$ cat config.mk
export PLATFORM = sky130hd
export DESIGN_NAME = wb_port_arbiter
export DESIGN_NICKNAME = d
export VERILOG_FILES = /design/src/rtl/rv32i_pkg.sv /design/src/rtl/wb_lu_buffer.sv /design/src/rtl/wb_port_arbiter.sv
export SDC_FILE = /design/constraint.sdc
export NUM_CORES = 1
export LEC_CHECK = 0
export CORE_UTILIZATION = 40
export DETAILED_ROUTE_END_ITERATION = 7
export DONT_BUFFER_PORTS = 1
export PLACE_DENSITY = 0.62
export SLEW_MARGIN = 25
export SYNTH_ARGS = -nofsm -noshare
export SYNTH_HDL_FRONTEND = slang
export SYNTH_SLANG_ARGS = --single-unit
$ cat constraint.sdc
create_clock -name clk -period 4 [get_ports clk]
set_input_delay 1.2 -clock clk [delete_from_list [all_inputs] [get_ports clk]]
set_output_delay 1.2 -clock clk [all_outputs]
set_load 0.1 [all_outputs]
$ cat src/rtl/rv32i_pkg.sv
// Shared rv32i core types: datapath width, register address width and
// the payloads carried on the register-file write path.
package rv32i_pkg;

    localparam int unsigned DPW    = 32;
    localparam int unsigned REG_AW = 5;
    localparam int unsigned NREGS  = 32;

    typedef struct packed {
        logic              we;
        logic [REG_AW-1:0] rd;
        logic [DPW-1:0]    data;
    } wb_req_t;

    typedef struct packed {
        logic              valid;
        logic [REG_AW-1:0] rd;
        logic [DPW-1:0]    data;
    } lu_entry_t;

endpackage

$ cat src/rtl/wb_lu_buffer.sv
// Parking FIFO for long-latency unit results. Each entry has its own valid
// bit so a younger W write can kill it in place (CAM match on rd); killed
// entries still occupy their slot until they reach the head and are popped.
// Optional: WB_PORT_ARBITER_SCOREBOARD_EN adds a registered pending_mask_o.
module wb_lu_buffer
    import rv32i_pkg::*;
#(
    parameter int unsigned DEPTH = 2
) (
    input  logic                                 clk_i,
    input  logic                                 rst_i,
    input  logic                                 push_i,
    input  logic [REG_AW-1:0]                    push_rd_i,
    input  logic [DPW-1:0]                       push_data_i,
    input  logic                                 pop_i,
    input  logic                                 kill_i,
    input  logic [REG_AW-1:0]                    kill_rd_i,
    output lu_entry_t                            head_o,
    output logic [$clog2(DEPTH + 1)-1:0]         count_o
`ifdef WB_PORT_ARBITER_SCOREBOARD_EN
    ,
    output logic [NREGS-1:0]                     pending_mask_o
`endif
);

    localparam int unsigned PW = (DEPTH > 1) ? $clog2(DEPTH) : 1;
    localparam int unsigned CW = $clog2(DEPTH + 1);

    lu_entry_t       mem_q [DEPTH];
    lu_entry_t       mem_d [DEPTH];
    logic [PW-1:0]   rd_ptr_q, rd_ptr_d;
    logic [PW-1:0]   wr_ptr_q, wr_ptr_d;
    logic [CW-1:0]   count_q, count_d;

    // Next buffer state: kill, then pop, then push (push never lands on the popped slot)
    always_comb begin
        mem_d    = mem_q;
        rd_ptr_d = rd_ptr_q;
        wr_ptr_d = wr_ptr_q;
        if (kill_i) begin
            for (int unsigned i = 0; i < DEPTH; i++) begin
                if (mem_q[i].rd == kill_rd_i) begin
                    mem_d[i].valid = 1'b0;
                end
            end
        end
        if (pop_i) begin
            mem_d[rd_ptr_q].valid = 1'b0;
            rd_ptr_d              = rd_ptr_q + PW'(1);
        end
        if (push_i) begin
            mem_d[wr_ptr_q] = '{valid: 1'b1, rd: push_rd_i, data: push_data_i};
            wr_ptr_d        = wr_ptr_q + PW'(1);
        end
        count_d = count_q + CW'(push_i) - CW'(pop_i);
    end

    // Buffer state registers; reset drops all parked results
    always_ff @(posedge clk_i) begin
        if (rst_i) begin
            for (int unsigned i = 0; i < DEPTH; i++) begin
                mem_q[i] <= '0;
            end
            rd_ptr_q <= '0;
            wr_ptr_q <= '0;
            count_q  <= '0;
        end else begin
            mem_q    <= mem_d;
            rd_ptr_q <= rd_ptr_d;
            wr_ptr_q <= wr_ptr_d;
            count_q  <= count_d;
        end
    end

    assign head_o  = mem_q[rd_ptr_q];
    assign count_o = count_q;

`ifdef WB_PORT_ARBITER_SCOREBOARD_EN
    logic [NREGS-1:0] mask_d, mask_q;

    // Registers targeted by live parked entries, taken from the next buffer state
    always_comb begin
        mask_d = '0;
        for (int unsigned i = 0; i < DEPTH; i++) begin
            if (mem_d[i].valid) begin
                mask_d[mem_d[i].rd] = 1'b1;
            end
        end
        mask_d[0] = 1'b0;
    end

    // Pending-register mask register
    always_ff @(posedge clk_i) begin
        if (rst_i) begin
            mask_q <= '0;
        end else begin
            mask_q <= mask_d;
        end
    end

    assign pending_mask_o = mask_q;
`endif

endmodule

$ cat src/rtl/wb_port_arbiter.sv
// Register-file write port arbiter: W stage has priority, LU results are
// written directly when the port is free or parked in wb_lu_buffer.
// A wait counter on the buffer head requests a one-cycle W bubble.
// Optional: WB_PORT_ARBITER_SCOREBOARD_EN exposes pending_mask.
module wb_port_arbiter
    import rv32i_pkg::*;
#(
    parameter int unsigned DEPTH    = 2,
    parameter int unsigned MAX_WAIT = 4
) (
    input  logic              clk,
    input  logic              rst,
    input  logic              regwriteW,
    input  logic [REG_AW-1:0] RdW,
    input  logic [DPW-1:0]    resultW,
    input  logic              lu_valid,
    input  logic [REG_AW-1:0] lu_rd,
    input  logic [DPW-1:0]    lu_data,
    output logic              lu_ready,
    output logic              rf_we,
    output logic [REG_AW-1:0] rf_rd,
    output logic [DPW-1:0]    rf_wdata,
    output logic              stall_req
`ifdef WB_PORT_ARBITER_SCOREBOARD_EN
    ,
    output logic [NREGS-1:0]  pending_mask
`endif
);

    localparam int unsigned CW = $clog2(DEPTH + 1);
    localparam int unsigned WW = 4;

    lu_entry_t       head;
    logic [CW-1:0]   count;
    logic            w_wr_c, nonempty_c, accept_c, pop_c, head_wr_c, direct_c, push_c;
    wb_req_t         port_c;
    logic [WW-1:0]   wait_q, wait_d;
    logic            stall_q, stall_d;

    // Port selection and buffer control
    always_comb begin
        w_wr_c     = regwriteW && (RdW != '0);
        nonempty_c = (count != '0);
        lu_ready   = !rst && (count < CW'(DEPTH));
        accept_c   = lu_valid && lu_ready;
        // Any head (live or killed) leaves whenever W does not own the port
        pop_c      = nonempty_c && !w_wr_c && !rst;
        head_wr_c  = pop_c && head.valid;
        // A killed head does not block a direct write, but the result is still parked
        direct_c   = !w_wr_c && accept_c && (lu_rd != '0) && (!nonempty_c || !head.valid);
        push_c     = accept_c && (lu_rd != '0) && (nonempty_c || w_wr_c)
                     && !(w_wr_c && (lu_rd == RdW));
        port_c     = '0;
        if (rst) begin
            port_c = '0;
        end else if (w_wr_c) begin
            port_c = '{we: 1'b1, rd: RdW, data: resultW};
        end else if (head_wr_c) begin
            port_c = '{we: 1'b1, rd: head.rd, data: head.data};
        end else if (direct_c) begin
            port_c = '{we: 1'b1, rd: lu_rd, data: lu_data};
        end
    end

    assign rf_we    = port_c.we;
    assign rf_rd    = port_c.rd;
    assign rf_wdata = port_c.data;

    // Head wait counter and one-cycle bubble request
    always_comb begin
        wait_d = '0;
        if (!stall_q && nonempty_c && head.valid && !pop_c) begin
            wait_d = (wait_q == WW'(MAX_WAIT)) ? wait_q : wait_q + WW'(1);
        end
        stall_d = (wait_d == WW'(MAX_WAIT));
    end

    // Wait counter and stall request registers
    always_ff @(posedge clk) begin
        if (rst) begin
            wait_q  <= '0;
            stall_q <= 1'b0;
        end else begin
            wait_q  <= wait_d;
            stall_q <= stall_d;
        end
    end

    assign stall_req = stall_q;

    wb_lu_buffer #(
        .DEPTH (DEPTH)
    ) u_buf (
        .clk_i          (clk),
        .rst_i          (rst),
        .push_i         (push_c),
        .push_rd_i      (lu_rd),
        .push_data_i    (lu_data),
        .pop_i          (pop_c),
        .kill_i         (w_wr_c),
        .kill_rd_i      (RdW),
        .head_o         (head),
        .count_o        (count)
`ifdef WB_PORT_ARBITER_SCOREBOARD_EN
        ,
        .pending_mask_o (pending_mask)
`endif
    );

endmodule

==> results of run 1 <==
how the worst max path moves through the flow:
stage | from | endpoint | slack (ns) | depth (start not counted)
CTS | RdW[1] | rf_wdata[23] | -0.07 | 9
detailed placement | RdW[4] | rf_wdata[26] | -0.11 | 8
floorplan | rst | rf_rd[1] | -0.55 | 6
finish | RdW[4] | rf_wdata[31] | -0.03 | 9
global placement | lu_rd[1] | rf_wdata[25] | -0.08 | 8
global route | RdW[4] | rf_wdata[20] | -0.09 | 8
routing by layer:
layer,part of all wire (%),track usage [%],up-vias
met1,40,29.30,2454
li1,-,-,2364
met3,6.3,5.022,21
met5,0,0,-
met2,52,43.56,165
met4,1.7,10.40,0
cells in the mapped netlist:
cell	instances	area (µm²)
sky130_fd_sc_hd__clkbuf_2	2	10.01
sky130_fd_sc_hd__o31a_4	1	17.52
sky130_fd_sc_hd__xor2_1	12	105.1
sky130_fd_sc_hd__xnor2_1	7	61.31
sky130_fd_sc_hd__o211ai_1	2	15.01
sky130_fd_sc_hd__nor3_4	1	16.27
sky130_fd_sc_hd__nand3_1	77	385.4
sky130_fd_sc_hd__mux2i_1	38	380.4
sky130_fd_sc_hd__nand2_1	3	11.26
sky130_fd_sc_hd__nor2_1	52	195.2
sky130_fd_sc_hd__nor3_2	2	20.02
sky130_fd_sc_hd__buf_4	6	45.04
sky130_fd_sc_hd__o21ai_1	15	75.07
sky130_fd_sc_hd__buf_2	14	70.07
sky130_fd_sc_hd__nand2b_1	1	6.260
sky130_fd_sc_hd__buf_6	6	67.56
sky130_fd_sc_hd__or3_1	2	12.51
sky130_fd_sc_hd__nor2b_1	1	6.260
sky130_fd_sc_hd__buf_1	2	7.510
sky130_fd_sc_hd__or3_4	1	11.26
sky130_fd_sc_hd__o211ai_4	1	21.27
sky130_fd_sc_hd__a32o_1	1	10.01
sky130_fd_sc_hd__a21oi_2	1	8.760
sky130_fd_sc_hd__a21oi_1	115	575.6
sky130_fd_sc_hd__o21ai_0	100	500.5
sky130_fd_sc_hd__and3_1	2	12.51
sky130_fd_sc_hd__inv_1	8	30.03
sky130_fd_sc_hd__clkbuf_1	37	138.9
sky130_fd_sc_hd__dfxtp_1	85	1702
sky130_fd_sc_hd__a31oi_4	1	21.27
sky130_fd_sc_hd__o31ai_2	1	12.51
sky130_fd_sc_hd__o32ai_2	1	16.27
sky130_fd_sc_hd__nand4_1	2	12.51
sky130_fd_sc_hd__nor3_1	40	200.2
sky130_fd_sc_hd__ha_1	4	50.05
sky130_fd_sc_hd__or2_1	1	6.260
sky130_fd_sc_hd__or4_1	2	15.01
sky130_fd_sc_hd__a31o_2	1	8.760
state kept, by name, indices dropped and copies added, names as in the netlist:
register        cells
u_buf.rd_ptr_q      1
stall_req           1
u_buf.mem_q        76
u_buf.wr_ptr_q      1
wait_q              4
u_buf.count_o       2
cells in the final DEF, fill, tap and decap left out, types with 2 or more instances in the layout:
cell type and n:
sky130_fd_sc_hd__dfxtp_1 84, sky130_fd_sc_hd__a21oi_1 82, sky130_fd_sc_hd__o21ai_0 77, sky130_fd_sc_hd__nand3_1 77
sky130_fd_sc_hd__buf_12 46, sky130_fd_sc_hd__nor2_1 38, sky130_fd_sc_hd__mux2i_1 38, sky130_fd_sc_hd__nor3_4 38
sky130_fd_sc_hd__o21ai_1 36, sky130_fd_sc_hd__a21oi_2 33, sky130_fd_sc_hd__buf_4 20, sky130_fd_sc_hd__xor2_1 12
sky130_fd_sc_hd__nor2_4 11, sky130_fd_sc_hd__clkbuf_16 10, sky130_fd_sc_hd__inv_1 8, sky130_fd_sc_hd__xnor2_1 7
sky130_fd_sc_hd__nor3_1 5, sky130_fd_sc_hd__ha_1 4, sky130_fd_sc_hd__buf_8 4, sky130_fd_sc_hd__buf_6 4
sky130_fd_sc_hd__nor2_2 3, sky130_fd_sc_hd__nand2_1 3, sky130_fd_sc_hd__clkinv_2 3, sky130_fd_sc_hd__buf_16 3
sky130_fd_sc_hd__or4_1 2, sky130_fd_sc_hd__or3_1 2, sky130_fd_sc_hd__o21ai_2 2, sky130_fd_sc_hd__and3_1 2
sky130_fd_sc_hd__nand4_1 2, sky130_fd_sc_hd__o211ai_1 2, sky130_fd_sc_hd__inv_6 2, sky130_fd_sc_hd__clkinv_4 2
cells by family (layout without fill, tap and decap cells):
logic type                 after synthesis  after routing
AOI/OAI and AO/OA                      240            240
and+or+nand+nor                        187            187
DFF                                     85             85
buffers and inverters                   75            102
muxes                                   38             38
xor gates and xnor gates                19             19
adders and majority gates                4              4
stage by stage:
step	instances	utilization, %	total power, W
global placement	789	53.08	0.001715
finish	818	59.46	0.002555
global route	818	59.46	0.002656
floorplan	648	-	0.001556
CTS	816	58.71	0.002553
detailed placement	789	53.08	0.001727
final cells by class:
class                      instances  area [µm²]  area share (%)
tap                              143       178.9           2.591
inverter                           8       30.03          0.4349
clock buffer                       9       225.2           3.261
sequential                        85        1703           24.66
timing repair buffer              78        1284           18.59
clock inverter                     7       50.05          0.7248
multi-input combinational        488        3435           49.74
critical path: stages:
cell and delay, ns:
sky130_fd_sc_hd__or3_4 0.39, sky130_fd_sc_hd__buf_12 0.14, sky130_fd_sc_hd__o31ai_4 0.20, sky130_fd_sc_hd__buf_6 0.18
sky130_fd_sc_hd__buf_8 0.13, sky130_fd_sc_hd__buf_8 0.13, sky130_fd_sc_hd__nor2_4 0.04, sky130_fd_sc_hd__nor3_4 0.20
sky130_fd_sc_hd__buf_12 0.20
power by group:
part | total, W | internal (W) | switching [W] | leakage [nW]
logic | 0.000863 | 0.000306 | 0.000557 | 1.36
registers | 0.000909 | 0.000884 | 0.0000249 | 0.688
clock network | 0.000783 | 0.000424 | 0.000359 | 0.140
total | 0.00256 | 0.00161 | 0.000941 | 2.19
what timing repair did:
item | 4_1_cts | 5_1_grt
gates cloned | 3 | 1
pin swaps | 15 | 14
resized for setup | 87 | 12
buffers inserted | 8 | 0
setup endpoints to repair | 37 | 37
==> results.txt, run 1 <==
- The flow ran to the end, but the final reports show violations.
- Violated checks: DRC, setup timing
- The initial utilization of the core area, before any placement, comes to 41.86%.
- For this run, the register share of the synthesized area comes to 35.01%.
- Part of the cycle the worst path needs: 100.8%
* H-tree depth reported by CTS: 3
* Worst hold slack across all endpoints: 0.4767 ns
- After detailed routing, the number of vias per cell comes to 6.117.
- Worst-case setup slack after placement: -0.1052 ns
- Post-CTS Hold Buffers: 0
- Along the worst path, the maximum fanout reaches 5.
- Counting distinct cell types in the post-synthesis netlist gives 38.
- Total power per unit cell area: 370.0 mW/mm²
- Hold wc startpoint: u_buf.mem_q[46]$_SDFFE_PP0P_
- Adder and majority gate portion of the synthesized area: 1.030%
* Number of cells produced by synthesis: 648
- Antenna violations before repair: 0
- Post-detailed-route wirelength per cell: 18.56 µm
- Dominant combinational cell family by area after synthesis: compound AO/OA/AOI/OAI gates
- Layout cell share with drive strength beyond 1: 28.15%
- Compared with the post-synthesis result, the final layout area differs by 42.06%.
* Number of top-level design ports: 118
- 0 antenna diodes ended up in the layout.
- Summed instance area of the synthesized netlist: 0.004861 mm²
* Wire length after detailed routing: 15,180 µm
* P_leak: 2.186 nW
* Port Buffer Count: 0
- Vias in the first global route: 5,098
* Finish-stage setup viols: 24
- Critical Path Start Type: primary input
* Final standard cell area without fillers: 0.006905 mm²
- Post-Synth Simple-Gate Area: 18.74%
- Maximum vdd drop: 0.2074 mV
- The worst register-to-register path ends at u_buf.count_o[1]$_SDFF_PP0_.
- Antenna Violating Nets Remaining: 0
* Min-Delay Endpoint: u_buf.mem_q[46]$_SDFFE_PP0P_
- Layout net count: 752
- Subtracting the final worst setup slack from the clock period gives 4.033 ns.
- At the pin with the least slew margin, the transition time is 1.056 ns.
- Counting the fill cells in the layout gives 984.
- Number of buffers inserted during clock tree synthesis: 9
- In the final timing run, aggregate negative setup slack is -0.2912 ns.
* Buffer type at the clock tree root: sky130_fd_sc_hd__clkbuf_16
- Core area: 0.01161 mm²
- The floorplan has 39 rows.
- Worst-Skew Late Latency: 0.34 ns
* DRC marker count from the first detailed-route iteration: 332
- Summing the areas of all compound-gate instances in the mapped netlist gives 26.38% of the synthesized area.
- At the worst endpoint, the required time is 2.80 ns.
- Counting instances, the worst hold path has a depth of 2.
- Final weighted congestion of routability-driven global placement: 0.8360
- The final max-slew violation count is 0.
- Startpoint of the worst-slack reg-to-reg timing path: u_buf.count_o[1]$_SDFF_PP0_
- Flip-flop and latch count after synthesis: 85
- The number of hold-slack violations in the final timing report is 0.
- Placed inst area: 0.006165 mm²
* RSZ-0062 raised after global routing: true
- Across the run, the number of max-cap violations was 0.
- For this run, the number of Yosys warnings is 0.
- By startpoint and endpoint, the worst setup path is classified as primary input to output pin.
- The portion of synthesized area spent on multiplexers is 7.825%.
- Clock-pin slew was measured on the worst setup and hold paths at 0.07 ns.
* Combined global-route utilization of all metal layers: 24.73%
* Critical path endpoint category: output pin
- The routed layout has 5,004 vias.
- Xor/xnor share of the synthesized area: 3.423%
- Total die area: 0.01260 mm²
- Hold WC Path Type: flip-flop to flip-flop
- Total iterations of the first detailed-routing run: 7
- TritonCTS built the clock tree.
* Chip Height: 112.2 µm
* Worst setup slack after layout: -0.03319 ns
* HPWL Detailed: 9302 µm
- Entering global routing, the biggest net connects 122 pins.
- DRC violation count after routing: 9
- Across the routed clock network, the largest skew measured is 0.007191 ns.
* Maximum frequency from static timing analysis: 247.9 MHz
- Measured against its own limit, the worst slew margin works out to 29.46%.
- First-pass GRT wire length: 25,070 µm
- Num Clock Sinks: 85
- Horiz. Die Dim: 112.2 µm
- The worst register-to-register path has a depth of 8.
* Worst Path Arrival: 2.83 ns
- Synth Net Count: 730
* Worst-case register-to-register setup slack: 1.66 ns
- In this run the deepest clock path goes through 2 buffers.
- After global routing the overflow that remains totals 0.
- Mean area per synthesized cell: 7.501 µm²
Power figures use the tool's default switching activity.
==> run 2: changes to the inputs <==
--- a/config.mk
+++ b/config.mk
@@ -9,7 +9,8 @@
 export DETAILED_ROUTE_END_ITERATION = 7
 export DONT_BUFFER_PORTS = 1
 export PLACE_DENSITY = 0.62
-export SLEW_MARGIN = 25
+export SLEW_MARGIN = 20
 export SYNTH_ARGS = -nofsm -noshare
 export SYNTH_HDL_FRONTEND = slang
 export SYNTH_SLANG_ARGS = --single-unit
+export TNS_END_PERCENT = 5
==> run 2 against run 1 <==
Net effect:
- the run still ends with DRC, setup timing left
- sequential power is essentially flat
- core utilization shrank 2.6 points
- global-route usage shrank 1.6 points
- combinational power shrank 5.8%
- count of clock-buffer cells in the layout grew 3
- total power grew 2.1%
- largest cell class unchanged
==> results.txt, run 2 (synthesis results as in run 1) <==
- The run finished, with violations left.
- The final reports fail on DRC, setup timing.
- The pin count of the biggest net entering global routing came to 122 (unchanged).
- Part of the cycle the worst path needs: 101.0% (+0.16 points)
* Total area of multi-input combinational cells: 0.003322 mm² (-3.3%)
- The clock sink count is 85 (unchanged).
- Fraction of power consumed by combinational cells: 31.2% (-2.6 points)
- Final standard cell area without fillers: 0.006606 mm² (-4.3%)
* DRC marker count from the first detailed-route iteration: 328 (-1.2%)
* Top reg by flops: u_buf.mem_q
- Finish-stage setup viols: 29 (+21%)
* Total power per unit cell area: 395.0 mW/mm² (+6.8%)
- Worst hold slack across all endpoints: 0.4713 ns (-0.005350 ns)
- Clock skew after layout: 0.004608 ns (-0.002583 ns)
* Layout net count: 741 (-1.5%)
- The number of hold-slack violations in the final timing report came to 0 (unchanged).
- The area of the die came to 0.01260 mm² (unchanged).
- Critical Path Start Type: primary input
* Overflow after GRT: 0 (unchanged)
* Port Buffer Count: 0 (unchanged)
- The post-route worst setup slack was -0.03965 ns (-0.006457 ns).
* Clk pwr share: 34.0% (+3.4 points)
- The H-tree level count came to 3 (unchanged).
- The switching power summed over all nets came to 0.0009142 W (-2.9%).
- Horiz. Die Dim: 112.2 µm (unchanged)
- The hold buffer count at cts was 0 (unchanged).
* P_leak: 2.091 nW (-4.3%)
- The number of global-route vias before repair came to 4,899 (-3.9%).
* Top library cells by usage in the layout, fill and taps aside: 100 x sky130_fd_sc_hd__o21ai_0, 90 x sky130_fd_sc_hd__a21oi_1, 84 x sky130_fd_sc_hd__dfxtp_1
* Commonest non-fill, non-tap cell in the layout: sky130_fd_sc_hd__o21ai_0
* Final weighted congestion of routability-driven global placement: 0.8084 (-3.3%)
* CTS tree: done
* P&R area growth vs syn: 35.91%
* Worst Path Arrival: 2.84 ns (about the same)
- Initial Util: 41.86% (unchanged)
- Count of maximum capacitance violations: 0 (unchanged)
- The share of power burned in registers was 34.8% (-0.8 points).
- Number of flip-flops in the largest register: 76 (unchanged)
* Post-route minimum period: 4.040 ns (+0.006457 ns)
- Wire length after detailed routing: 14,480 µm (-4.6%)
- The tree is rooted in a sky130_fd_sc_hd__clkbuf_16.
* Internal power contribution: 0.001696 W (+5.1%)
- Worst relative slew slack: 28.94% (-0.52 points)
- Core area: 0.01161 mm² (unchanged)
- Average vias per placed instance: 6.071 (-0.76%)
- Hold WC Path Type: flip-flop to flip-flop
- DRC violation count after routing: 7 (-2)
- Actual slew at the worst max-slew pin: 1.063 ns (+0.007714 ns)
* Number of vias in the routed layout: 4,899 (-2.1%)
- The instance area at placement was 0.006152 mm² (-0.20%).
- Switch share: 35.03% (-1.8 points)
- Worst-path fanout max: 18 (+13)
- The antenna diode count is 0 (unchanged).
* Combined global-route utilization of all metal layers: 23.14% (-1.6 points)
- The area used by sequential logic in the layout came to 0.001703 mm² (unchanged).
* Endpoint required time on the critical path: 2.80 ns (about the same)
- Maximum frequency from static timing analysis: 247.5 MHz (-0.16%)
* Layout cell share with drive strength beyond 1: 23.80% (-4.4 points)
- Post-detailed-route wirelength per cell: 17.94 µm (-3.3%)
- Placement Rows: 39 (unchanged)
- The maximum VDD drop is 0.1675 mV (-19%).
* Kind of critical path: primary input to output pin
* Clock transition at the registers of the reported paths: 0.06 ns (about the same)
* Number of buffers on the longest clock path: 2 (unchanged)
* Number of top-level design ports: 118 (unchanged)
- The clock network latency to the later pin of the worst-skew pair is 0.33 ns (about the same).
- The final antenna-violating net count was 0 (unchanged).
- RSZ-0062 raised after global routing: true
- Total iterations of the first detailed-routing run: 7 (unchanged)
- The final max-slew violation count came to 0 (unchanged).
* Critical path endpoint category: output pin
- Antenna violations before repair: 0 (unchanged)
* HPWL Detailed: 9098 µm (-2.2%)
- Chip Height: 112.2 µm (unchanged)
- Number of buffers inserted during clock tree synthesis: 9 (unchanged)
- The filler cell count was 997 (+1.3%).
* First-pass GRT wire length: 23,740 µm (-5.3%)
## run 2: cell types whose count changed in the layout (fill, tap and decap cells not counted), moves of 4 or more
cell,previous run,this run
sky130_fd_sc_hd__a21oi_1,82,90
sky130_fd_sc_hd__a21oi_2,33,26
sky130_fd_sc_hd__buf_12,46,42
sky130_fd_sc_hd__buf_8,4,0
sky130_fd_sc_hd__nor2_1,38,49
sky130_fd_sc_hd__nor2_4,11,3
sky130_fd_sc_hd__o21ai_0,77,100
sky130_fd_sc_hd__o21ai_1,36,15
## run 2: final cells by class
cell class              instances  share of cell area [%]
flip-flops and latches         85                   25.78
repair buffers                 67                   15.91
clock buffers                  12                   4.034
well taps                     143                   2.708
clock inverters                 4                  0.8333
multi-input cells             488                   50.28
inverters                       8                  0.4545
## run 2: layer usage
metal	share of wire [%]	routed length (µm)	global-route usage [%]	vias to the layer above
li1	-	-	-	2342
met1	40	5824	28.08	2343
met2	52	7457	40.37	196
met3	6.7	964	3.726	18
met4	1.6	233	10.31	0
met5	0	0	0	-
## run 2: timing repair
| action | 4_1_cts | 5_1_grt |
|---|---|---|
| gates resized for setup | 26 | 4 |
| setup buffers | 1 | 0 |
| setup endpoints to repair | 36 | 37 |
| pin swaps | 1 | 0 |
## run 2: per-stage QoR
stage | util [%] | setup TNS (ns) | instances | power (W) | worst slack [ns]
after floorplan | - | -19.88 | 648 | 0.001556 | -0.5477
after CTS | 56.76 | -0.8823 | 807 | 0.002618 | -0.06391
final | 56.88 | -0.6088 | 807 | 0.002610 | -0.03965
after global placement | 52.97 | -2.156 | 790 | 0.001709 | -0.1039
after detailed placement | 52.97 | -3.050 | 790 | 0.001720 | -0.1198
after global routing | 56.88 | -3.178 | 807 | 0.002707 | -0.1300
## run 2: path summary, 6_finish.rpt
path,end,cells after the start,slack [ns],from
max,rf_rd[4],8,-0.04,RdW[4]
min,u_buf.mem_q[41]$_SDFFE_PP0P_,2,0.47,u_buf.mem_q[41]$_SDFFE_PP0P_
max reg2reg,u_buf.mem_q[46]$_SDFFE_PP0P_,6,1.27,u_buf.count_o[1]$_SDFF_PP0_
min reg2reg,u_buf.mem_q[41]$_SDFFE_PP0P_,2,0.47,u_buf.mem_q[41]$_SDFFE_PP0P_
## run 2: critical path, stage by stage
cell and delay [ns]:
sky130_fd_sc_hd__or3_4 0.37, sky130_fd_sc_hd__buf_4 0.15, sky130_fd_sc_hd__o31ai_4 0.23, sky130_fd_sc_hd__buf_4 0.29
sky130_fd_sc_hd__o21ai_0 0.11, sky130_fd_sc_hd__a21oi_1 0.23, sky130_fd_sc_hd__nor3_4 0.07, sky130_fd_sc_hd__buf_12 0.17
## run 2: power groups by stage
stage	logic [W]	clock network (W)	registers [W]
floorplan	0.000636	0	0.000920
global placement	0.000784	0	0.000925
detailed placement	0.000792	0	0.000928
CTS	0.000809	0.000901	0.000909
global route	0.000859	0.000934	0.000914
finish	0.000813	0.000888	0.000909
